**src/rtl/igniter_array.sv**
```systemverilog
// igniter_array
//   Bank of NUM_CH independent igniter positioners sharing one step divider.
//   Each channel holds a target and a position; accepted move commands shift
//   the target by a signed delta (relative to the target, so queued moves
//   accumulate) and every step tick moves each position one unit toward its
//   target.
//
//   Build option: define IGN_WRAP_EN for modular (wrap-around) positions with
//   shortest-path stepping; left undefined, targets saturate to the position
//   range.
//
// Parameters
//   NUM_CH   : number of channels (1..16)
//   POS_W    : position width, range 0..2^POS_W-1
//   DELTA_W  : width of the two's-complement move delta
//   STEP_DIV : sys_clk cycles per motion step (>=1)
//
// Ports
//   sys_clk    in   clock, rising edge
//   clr        in   synchronous active-high reset
//   cmd_valid  in   move command present
//   cmd_ready  out  command accepted this cycle (= ~clr)
//   cmd_ch     in   target channel index
//   cmd_delta  in   signed relative move
//   position_q out  packed positions, channel k at [k*POS_W +: POS_W]
//   busy_q     out  per channel, position differs from target
//   done_q     out  per channel, one-cycle pulse when a step reaches target
//   sat_q      out  one-cycle pulse after an accepted command was clipped
//   err_q      out  one-cycle pulse after a command addressed cmd_ch >= NUM_CH
module igniter_array #(
    parameter int NUM_CH   = 4,
    parameter int POS_W    = 3,
    parameter int DELTA_W  = 4,
    parameter int STEP_DIV = 4
) (
    input  logic                                       sys_clk,
    input  logic                                       clr,
    input  logic                                       cmd_valid,
    output logic                                       cmd_ready,
    input  logic [((NUM_CH > 1) ? $clog2(NUM_CH) : 1)-1:0] cmd_ch,
    input  logic [DELTA_W-1:0]                         cmd_delta,
    output logic [NUM_CH*POS_W-1:0]                    position_q,
    output logic [NUM_CH-1:0]                          busy_q,
    output logic [NUM_CH-1:0]                          done_q,
    output logic                                       sat_q,
    output logic                                       err_q
);

    localparam int CH_W  = (NUM_CH > 1) ? $clog2(NUM_CH) : 1;
    localparam int EXT_W = ((POS_W > DELTA_W) ? POS_W : DELTA_W) + 2;
    localparam int CNT_W = (STEP_DIV > 1) ? $clog2(STEP_DIV) : 1;
    localparam logic [CNT_W-1:0] CNT_MAX = CNT_W'(STEP_DIV - 1);
`ifdef IGN_WRAP_EN
    localparam logic [POS_W-1:0] HALF = POS_W'(1) << (POS_W - 1);
`endif

    logic [POS_W-1:0]  pos_q [NUM_CH];
    logic [POS_W-1:0]  pos_d [NUM_CH];
    logic [POS_W-1:0]  tgt_q [NUM_CH];
    logic [POS_W-1:0]  tgt_d [NUM_CH];
    logic [CNT_W-1:0]  cnt_q, cnt_d;
    logic [NUM_CH-1:0] busy_d, done_d, stepping;
    logic              sat_d, err_d;

    logic              tick, ch_ok, accept, clipped;
    logic [POS_W-1:0]  tgt_sel, tgt_new;
    logic [EXT_W-1:0]  sum;

    assign cmd_ready = ~clr;
    assign accept    = cmd_valid & ~clr;
    assign tick      = (cnt_q == CNT_MAX);
    assign ch_ok     = ({1'b0, cmd_ch} < (CH_W + 1)'(NUM_CH));

    // Direction of the next step: saturating mode simply compares; wrap
    // mode takes the shorter way round the ring, ties going up.
    function automatic logic step_up(input logic [POS_W-1:0] pos,
                                     input logic [POS_W-1:0] tgt);
`ifdef IGN_WRAP_EN
        logic [POS_W-1:0] diff;
        diff = tgt - pos;
        return (diff <= HALF);
`else
        return (tgt > pos);
`endif
    endfunction

    // New target for the addressed channel. The sum is formed with two
    // spare bits so both underflow (sign bit) and overflow are visible.
    always_comb begin
        tgt_sel = '0;
        for (int unsigned k = 0; k < NUM_CH; k++) begin
            if (cmd_ch == CH_W'(k)) tgt_sel = tgt_q[k];
        end
        sum = {{(EXT_W - POS_W){1'b0}}, tgt_sel}
            + {{(EXT_W - DELTA_W){cmd_delta[DELTA_W-1]}}, cmd_delta};
`ifdef IGN_WRAP_EN
        tgt_new = sum[POS_W-1:0];
        clipped = 1'b0;
`else
        if (sum[EXT_W-1]) begin
            tgt_new = '0;
            clipped = 1'b1;
        end else if (|sum[EXT_W-2:POS_W]) begin
            tgt_new = '1;
            clipped = 1'b1;
        end else begin
            tgt_new = sum[POS_W-1:0];
            clipped = 1'b0;
        end
`endif
    end

    // Per-channel next state. The step is decided from the pre-update
    // target, so a coinciding command only steers from the following tick.
    always_comb begin
        stepping = '0;
        busy_d   = '0;
        done_d   = '0;
        for (int unsigned k = 0; k < NUM_CH; k++) begin
            pos_d[k]    = pos_q[k];
            tgt_d[k]    = tgt_q[k];
            stepping[k] = tick && (pos_q[k] != tgt_q[k]);
            if (stepping[k]) begin
                pos_d[k] = step_up(pos_q[k], tgt_q[k]) ? pos_q[k] + POS_W'(1)
                                                       : pos_q[k] - POS_W'(1);
            end
            if (accept && ch_ok && (cmd_ch == CH_W'(k))) tgt_d[k] = tgt_new;
            busy_d[k] = (pos_d[k] != tgt_d[k]);
            // Only a step can complete a move; retargeting onto the current
            // position is silent.
            done_d[k] = stepping[k] && (pos_d[k] == tgt_d[k]);
        end
        sat_d = accept & ch_ok & clipped;
        err_d = accept & ~ch_ok;
        cnt_d = tick ? '0 : cnt_q + CNT_W'(1);
    end

    always_ff @(posedge sys_clk) begin
        if (clr) begin
            for (int unsigned k = 0; k < NUM_CH; k++) begin
                pos_q[k] <= '0;
                tgt_q[k] <= '0;
            end
            cnt_q  <= '0;
            busy_q <= '0;
            done_q <= '0;
            sat_q  <= 1'b0;
            err_q  <= 1'b0;
        end else begin
            for (int unsigned k = 0; k < NUM_CH; k++) begin
                pos_q[k] <= pos_d[k];
                tgt_q[k] <= tgt_d[k];
            end
            cnt_q  <= cnt_d;
            busy_q <= busy_d;
            done_q <= done_d;
            sat_q  <= sat_d;
            err_q  <= err_d;
        end
    end

    always_comb begin
        position_q = '0;
        for (int unsigned k = 0; k < NUM_CH; k++) begin
            position_q[k*POS_W +: POS_W] = pos_q[k];
        end
    end

endmodule

```
**config.mk**
```make
export PLATFORM = sky130hd
export DESIGN_NAME = igniter_array
export DESIGN_NICKNAME = d
export VERILOG_FILES = /design/src/rtl/igniter_array.sv
export SDC_FILE = /design/constraint.sdc
export NUM_CORES = 1
export LEC_CHECK = 0
export CAP_MARGIN = 20
export CORE_MARGIN = 2
export CORE_UTILIZATION = 55
export CTS_BUF_LIST = sky130_fd_sc_hd__clkbuf_16
export DETAILED_ROUTE_END_ITERATION = 6
export PLACE_DENSITY = 0.78
export RECOVER_POWER = 50
export SLEW_MARGIN = 20
export SYNTH_ARGS = -nofsm -noshare
export SYNTH_HDL_FRONTEND = slang
export SYNTH_SLANG_ARGS = --single-unit
```
**constraint.sdc**
```tcl
create_clock -name sys_clk -period 4.3 [get_ports sys_clk]
set_input_delay 0.645 -clock sys_clk [delete_from_list [all_inputs] [get_ports sys_clk]]
set_output_delay 0.645 -clock sys_clk [all_outputs]
set_load 0.005 [all_outputs]
```
==> qor.csv, run 1 <==
metric;value;unit
status;finished, final reports clean;
clock_skew;0.003790;ns
power_leakage;1.250;nW
worst-slew-pin-transition;0.9342;ns
synth.avg_cell_area;9.367;um^2
die_y;70.16;um
clkTransAtPathRegs;0.05;ns
crit_family;compound AO/OA/AOI/OAI gates;
hold_path_depth;1;
dieArea;0.004922;mm^2
async_flop_share;0;
r2r-end;done_q[3];
required;4.51;ns
crit_buf_inv;1;
setup_ws;0.5517;ns
synth_area;0.002407;mm^2
hold_viol_final;0;
wirelength;5127;um
powerDensity;292.4;mW/mm^2
synth-main-ff-cell;dfxtp_1;
drive_gt1_frac;0.1007;
cts_buffers;5;
drc;0;
cts-resized-gates;0;
cts_buffer_depth;2;
relSlewSlack;0.3772;
die_w;70.16;um
ys_seq_area_frac;0.2911;
cts_tree;built;
synth_nets;287;
path_cells;clkdlybuf4s50_1, mux4_1, ha_1, a21o_1, o2bb2ai_1, o21ai_0, a221oi_2, and3_1;
final.setup.tns;0;ns
arrival;3.96;ns
clk-insertion-delay-late;0.27;ns
vias_per_cell;5.694;
fin_crit_sh;0.8717;
ys_ff_latch;35;
fin_nets;317;
crit_path_end_kind;flip-flop;
synthDistinctLibCells;54;
worst-path-max-fanout;12;
gp_congestion;0.8286;
hold_buffers;0;
max_freq;266.8;MHz
grt_pass1_wl;8576;um
drtPass1Iterations;5;
fp.coreArea;0.004294;mm^2
ir_drop;227.5;uV
min_path_type;flip-flop to flip-flop;
critPathKind;primary input to flip-flop;
cpPeakStageDelay;0.77;ns
holdPathEnd;cnt_q[0];
dp_slack;0.3111;ns
hold_start;cnt_q[0];
setup_viol;0;
io_buffer_count;30;
antenna_left;0;
grt_use_total;0.2209;
antenna_found_initial;0;
cts_setup_buffers;0;
cp_slowest_cell;o2bb2ai_1;
cts_root_buf;clkbuf_16;
worstRegToRegCells;11;
reg2reg_from;pos_q[3][2];
fp-row-count;24;
grt_pass1_vias;1883;
n_antenna_cell;0;
drv_slew;0;
clock-sinks;35;
maxCapViolCount;0;
io-pin-count;32;
cts.htree.levels;2;
fin_util;0.6667;
syn_to_final_growth;18.92;%
start_kind;primary input;
drt-wirelength-per-cell;15.08;um
dp_hpwl;3836;um
vias;1936;
rsz0062_at_grt;false;
drtIter0Drc;125;
grt-ovfl-total;0;
synthesis.instances;257;
r2r_setup_slack;1.11;ns
synth_edf_count;0;
grt_max_degree;22;
finalCriticalPeriod;3.748;ns
start_util;0.5606;
yosys_warnings;0;
-- cell usage in the layout (no fill, tap or decap), types with 3 or more instances in the layout --
master / instances
or2_2: 4
xnor3_1: 4
nor2_1: 29
mux2_2: 3
nor2b_1: 9
nand2b_1: 5
a21oi_1: 13
a211oi_1: 5
and3_1: 6
nand3_1: 9
and2_1: 6
mux2i_1: 4
dfxtp_1: 35
fa_1: 5
ha_1: 16
mux4_1: 3
clkdlybuf4s50_1: 8
o21ai_0: 5
o211a_1: 3
nand2_1: 10
inv_1: 20
dlygate4sd3_1: 22
clkbuf_16: 5
nand3b_1: 4
xnor2_1: 11
o31ai_2: 3
-- how the worst max path moves through the flow --
stage | startpoint | to | cells past startpoint
finish | cmd_ch[0] | done_q[0] | 8
floorplan | cmd_ch[1] | done_q[3] | 10
detailed placement | cmd_ch[0] | done_q[0] | 8
global placement | cmd_ch[0] | done_q[0] | 8
global route | cmd_ch[1] | done_q[2] | 10
CTS | cmd_ch[0] | done_q[0] | 8
-- state kept, by name (all words and copies together) (netlist names) --
signal	count
cnt_q	2
done_q	4
sat_q	1
pos_q	12
busy_q	4
tgt_q	12
-- routing by layer --
metal,global-route usage,wire length (um),vias to the layer above
li1,-,-,974
met1,0.3028,2376,908
met2,0.3503,2447,50
met3,0.04762,258,4
met4,0.06838,44,0
met5,0,0,-
-- power by group --
| part | switching [W] | internal, W |
|---|---|---|
| clock network | 0.000122 | 0.000208 |
| registers | 0.00000832 | 0.000338 |
| logic | 0.0000851 | 0.0000759 |
| total | 0.000215 | 0.000622 |
-- cell usage after synthesis, types with 3 or more instances --
cell | n | area, um^2
a211oi_1 | 5 | 37.54
a21oi_1 | 13 | 65.06
and2_1 | 6 | 37.54
and3_1 | 6 | 37.54
buf_4 | 3 | 22.52
clkbuf_1 | 4 | 15.01
dfxtp_1 | 35 | 700.7
fa_1 | 5 | 100.1
ha_1 | 16 | 200.2
inv_1 | 19 | 71.32
mux2_2 | 3 | 33.78
mux2i_1 | 4 | 40.04
mux4_1 | 3 | 78.83
nand2_1 | 10 | 37.54
nand2b_1 | 5 | 31.28
nand3_1 | 9 | 45.04
nand3b_1 | 4 | 30.03
nor2_1 | 29 | 108.9
nor2b_1 | 9 | 56.30
o211a_1 | 3 | 30.03
o21ai_0 | 5 | 25.02
o31ai_2 | 3 | 37.54
or2_2 | 4 | 25.02
xnor2_1 | 11 | 96.34
xnor3_1 | 4 | 90.09
-- cell families (layout without fill, tap and decap cells) --
kind of cell             Yosys count  after routing  share of synthesized area
AO/OA/AOI/OAI                     45             45                     0.1450
XOR/XNOR                          15             15                    0.07744
adder cells (fa/ha/maj)           21             21                     0.1247
buffers and inverters             31             62                    0.05977
flip-flops                        35             35                     0.2911
multiplexers                      11             11                    0.06965
other                              1              1                   0.001558
AND/OR/NAND/NOR                   98             98                     0.2308
-- final cells by class --
type | count | area (um^2)
multi-input cells | 191 | 1563
fillers | 364 | 1431
repair buffers | 33 | 319.1
inverters | 21 | 78.83
clock buffers | 5 | 125.1
flip-flops and latches | 35 | 700.7
well taps | 52 | 65.06
clock inverters | 3 | 11.26
-- through the flow --
stage                     area (um^2)  hold WS, ns  cells   power, W
final                            2863       0.4256    340  0.0008372
after global routing             2863       0.4508    340  0.0008863
after CTS                        2867       0.4292    340  0.0008496
after detailed placement         2730       0.4208    332  0.0005163
after global placement           2730       0.4074    332  0.0005118
after floorplan                  2407       0.3977    257  0.0004681
(Power assumes the default switching activity.)
==> inputs of run 2 (changes only) <==
--- a/config.mk
+++ b/config.mk
@@ -5,13 +5,15 @@
 export SDC_FILE = /design/constraint.sdc
 export NUM_CORES = 1
 export LEC_CHECK = 0
+export ABC_AREA = 1
 export CAP_MARGIN = 20
 export CORE_MARGIN = 2
-export CORE_UTILIZATION = 55
+export CORE_UTILIZATION = 50
 export CTS_BUF_LIST = sky130_fd_sc_hd__clkbuf_16
 export DETAILED_ROUTE_END_ITERATION = 6
-export PLACE_DENSITY = 0.78
+export PLACE_DENSITY = 0.75
 export RECOVER_POWER = 50
+export REMOVE_ABC_BUFFERS = 1
 export SLEW_MARGIN = 20
 export SYNTH_ARGS = -nofsm -noshare
 export SYNTH_HDL_FRONTEND = slang
==> constraint.sdc (replaced) <==
create_clock -name sys_clk -period 3.2 [get_ports sys_clk]
set_input_delay 0.48 -clock sys_clk [delete_from_list [all_inputs] [get_ports sys_clk]]
set_output_delay 0.48 -clock sys_clk [all_outputs]
set_load 0.005 [all_outputs]
==> run 2 against run 1 <==
Effect of this change: global-route usage down 1.0 points; critical endpoint is now busy_q[1]; clock skew down 0.00088 ns; critical path type unchanged; core utilization down 4.9 points.
==> qor.csv, run 2 <==
metric;value;unit;change
final_cell_mix;94 x nand2_1, 47 x inv_1, 35 x dfxtp_1;;
drive_gt1_frac;0.1046;;+0.003863
fin_crit_sh;0.9087;;
setup_ws;0.2923;ns;-0.2594 ns
synth_top_area_frac;0.2947;;+0.003677
vias_per_cell;5.269;;-7.5%
power_leakage;1.415;nW;+13%
min_path_type;flip-flop to flip-flop;;
finalCriticalPeriod;2.908;ns;
start_kind;primary input;;
antenna_found_initial;0;;unchanged
io_buffer_count;30;;unchanged
die_y;72.96;um;+4.0%
post-synth-top-count-cell;nand2_1;;
vias;2250;;+16%
syn_to_final_growth;21.05;%;
synth-main-ff-cell;dfxtp_1;;
wirelength;5237;um;+2.1%
cts.htree.levels;2;;unchanged
finalNonFillerCells;427;;+26%
cts_root_buf;clkbuf_16;;
start_util;0.5101;;-0.05054
grt_pass1_vias;2023;;+7.4%
async_flop_share;0;;unchanged
status;finished, final reports clean;;
cts_setup_buffers;0;;unchanged
drt-wirelength-per-cell;12.26;um;-19%
synthDistinctLibCells;31;;-43%
hold_buffers;0;;unchanged
io-pin-count;32;;unchanged
dp_slack;0.005331;ns;-0.3058 ns
synth_edf_count;0;;unchanged
cts_buffers;5;;unchanged
drtPass1Iterations;4;;-1
ys_seq_area_frac;0.2947;;+0.003677
grt_use_total;0.2107;;-0.01020
powerDensity;384.2;mW/mm^2;+31%
cts_buffer_depth;2;;unchanged
synthTopCellsByArea;dfxtp_1 29%, nand2_1 15%, ha_1 8.4%;;
clk-insertion-delay-late;0.28;ns;about the same
dp_hpwl;4025;um;+4.9%
required;3.36;ns;-1.15 ns
final_common_cell;nand2_1;;
largest_registers;pos_q x12, tgt_q x12;;
n_antenna_cell;0;;unchanged
cts-resized-gates;0;;unchanged
synth_top_cell_by_area;dfxtp_1;;
dieArea;0.005322;mm^2;+8.1%
crit_path_end_kind;flip-flop;;
grt-ovfl-total;0;;unchanged
synthesis.instances;338;;+32%
max_freq;343.9;MHz;
hold_viol_final;0;;unchanged
place_inst;421;;+27%
synth_area;0.002377;mm^2;-1.2%
grt_pass1_wl;8611;um;+0.41%
fp-row-count;25;;+4.2%
drv_slew;0;;unchanged
gp_congestion;0.8329;;+0.52%
fin_nets;404;;+27%
drtIter0Drc;98;;-22%
clock-sinks;35;;unchanged
cts_tree;built;;
synthTopCellsByCount;94 x nand2_1, 45 x inv_1, 35 x dfxtp_1, 30 x nand3_1, 27 x nor2_1;;
antenna_left;0;;unchanged
final.setup.tns;0;ns;unchanged
worst-path-max-fanout;14;;+2
die_w;72.96;um;+4.0%
drc;0;;unchanged
yosys_warnings;0;;unchanged
grt_max_degree;31;;+41%
ir_drop;268.4;uV;+18%
clock_skew;0.002906;ns;-0.0008834 ns
fp.coreArea;0.004661;mm^2;+8.5%
rsz0062_at_grt;false;;
critPathKind;primary input to flip-flop;;
ys_ff_latch;35;;unchanged
arrival;3.06;ns;-0.90 ns
clkTransAtPathRegs;0.05;ns;about the same
setup_viol;0;;unchanged
synth.avg_cell_area;7.033;um^2;-25%
maxCapViolCount;0;;unchanged
## run 2: kinds of logic after synthesis
| group | Yosys count | share of synthesized area |
|---|---|---|
| compound gates | 30 | 0.07211 |
| xor+xnor | 5 | 0.01842 |
| fa+ha+maj | 21 | 0.1263 |
| buf+inv | 54 | 0.08842 |
| flops | 35 | 0.2947 |
| other cells | 1 | 0.001577 |
| simple gates | 192 | 0.3984 |
## run 2: routing by layer
layer	vias to the layer above	track usage	wire length (um)
met5	-	0	0
met4	0	0.08025	91
met3	8	0.04834	266
met2	49	0.3313	2336
met1	1037	0.2815	2543
li1	1156	-	-
## run 2: through the flow
| stage | hold WS, ns | area (um^2) | util | total power (W) |
|---|---|---|---|---|
| 3_5_place_dp | 0.4152 | 2749 | 0.5898 | 0.0006722 |
| 3_3_place_gp | 0.4082 | 2749 | 0.5898 | 0.0006669 |
| 6_report | 0.4299 | 2878 | 0.6175 | 0.001106 |
| 5_1_grt | 0.4531 | 2878 | 0.6175 | 0.001157 |
| 4_1_cts | 0.4276 | 2878 | 0.6175 | 0.001118 |
| 2_1_floorplan | 0.3964 | 2351 | - | 0.0006013 |
## run 2: final timing paths
| kind | start | endpoint | slack, ns | cells after the start |
|---|---|---|---|---|
| min reg2reg | cnt_q[0] | cnt_q[0] | 0.43 | 1 |
| max | cmd_ch[0] | busy_q[1] | 0.29 | 15 |
| max reg2reg | pos_q[2][2] | busy_q[2] | 0.76 | 14 |
| min | cnt_q[0] | cnt_q[0] | 0.43 | 1 |
## run 2: critical path, stage by stage
cell             delay [ns]
clkdlybuf4s50_1        0.49
inv_1                  0.17
nand2_4                0.09
o22ai_1                0.17
o22ai_1                0.09
ha_1                   0.23
fa_1                   0.41
nand2_1                0.10
nand3_2                0.22
nand3_1                0.23
nand3_1                0.09
nand2_1                0.07
nand2_1                0.08
nor2_1                 0.10
nor2_1                 0.04
## run 2: final cells by class
cell class,instances,area (um^2)
Clock buffer,5,125.1
Clock inverter,1,3.754
Fill cell,417,1783
Inverter,49,183.9
Multi-Input combinational cell,249,1466
Sequential cell,35,700.7
Tap cell,54,67.56
Timing Repair Buffer,34,330.3
## run 2: report_power, final
| group | internal, W | leakage [nW] | switching (W) | total [W] |
|---|---|---|---|---|
| logic | 0.0000810 | 1.06 | 0.000120 | 0.000201 |
| registers | 0.000452 | 0.284 | 0.00000808 | 0.000460 |
| clock network | 0.000276 | 0.0669 | 0.000168 | 0.000444 |
| total | 0.000809 | 1.41 | 0.000296 | 0.00111 |
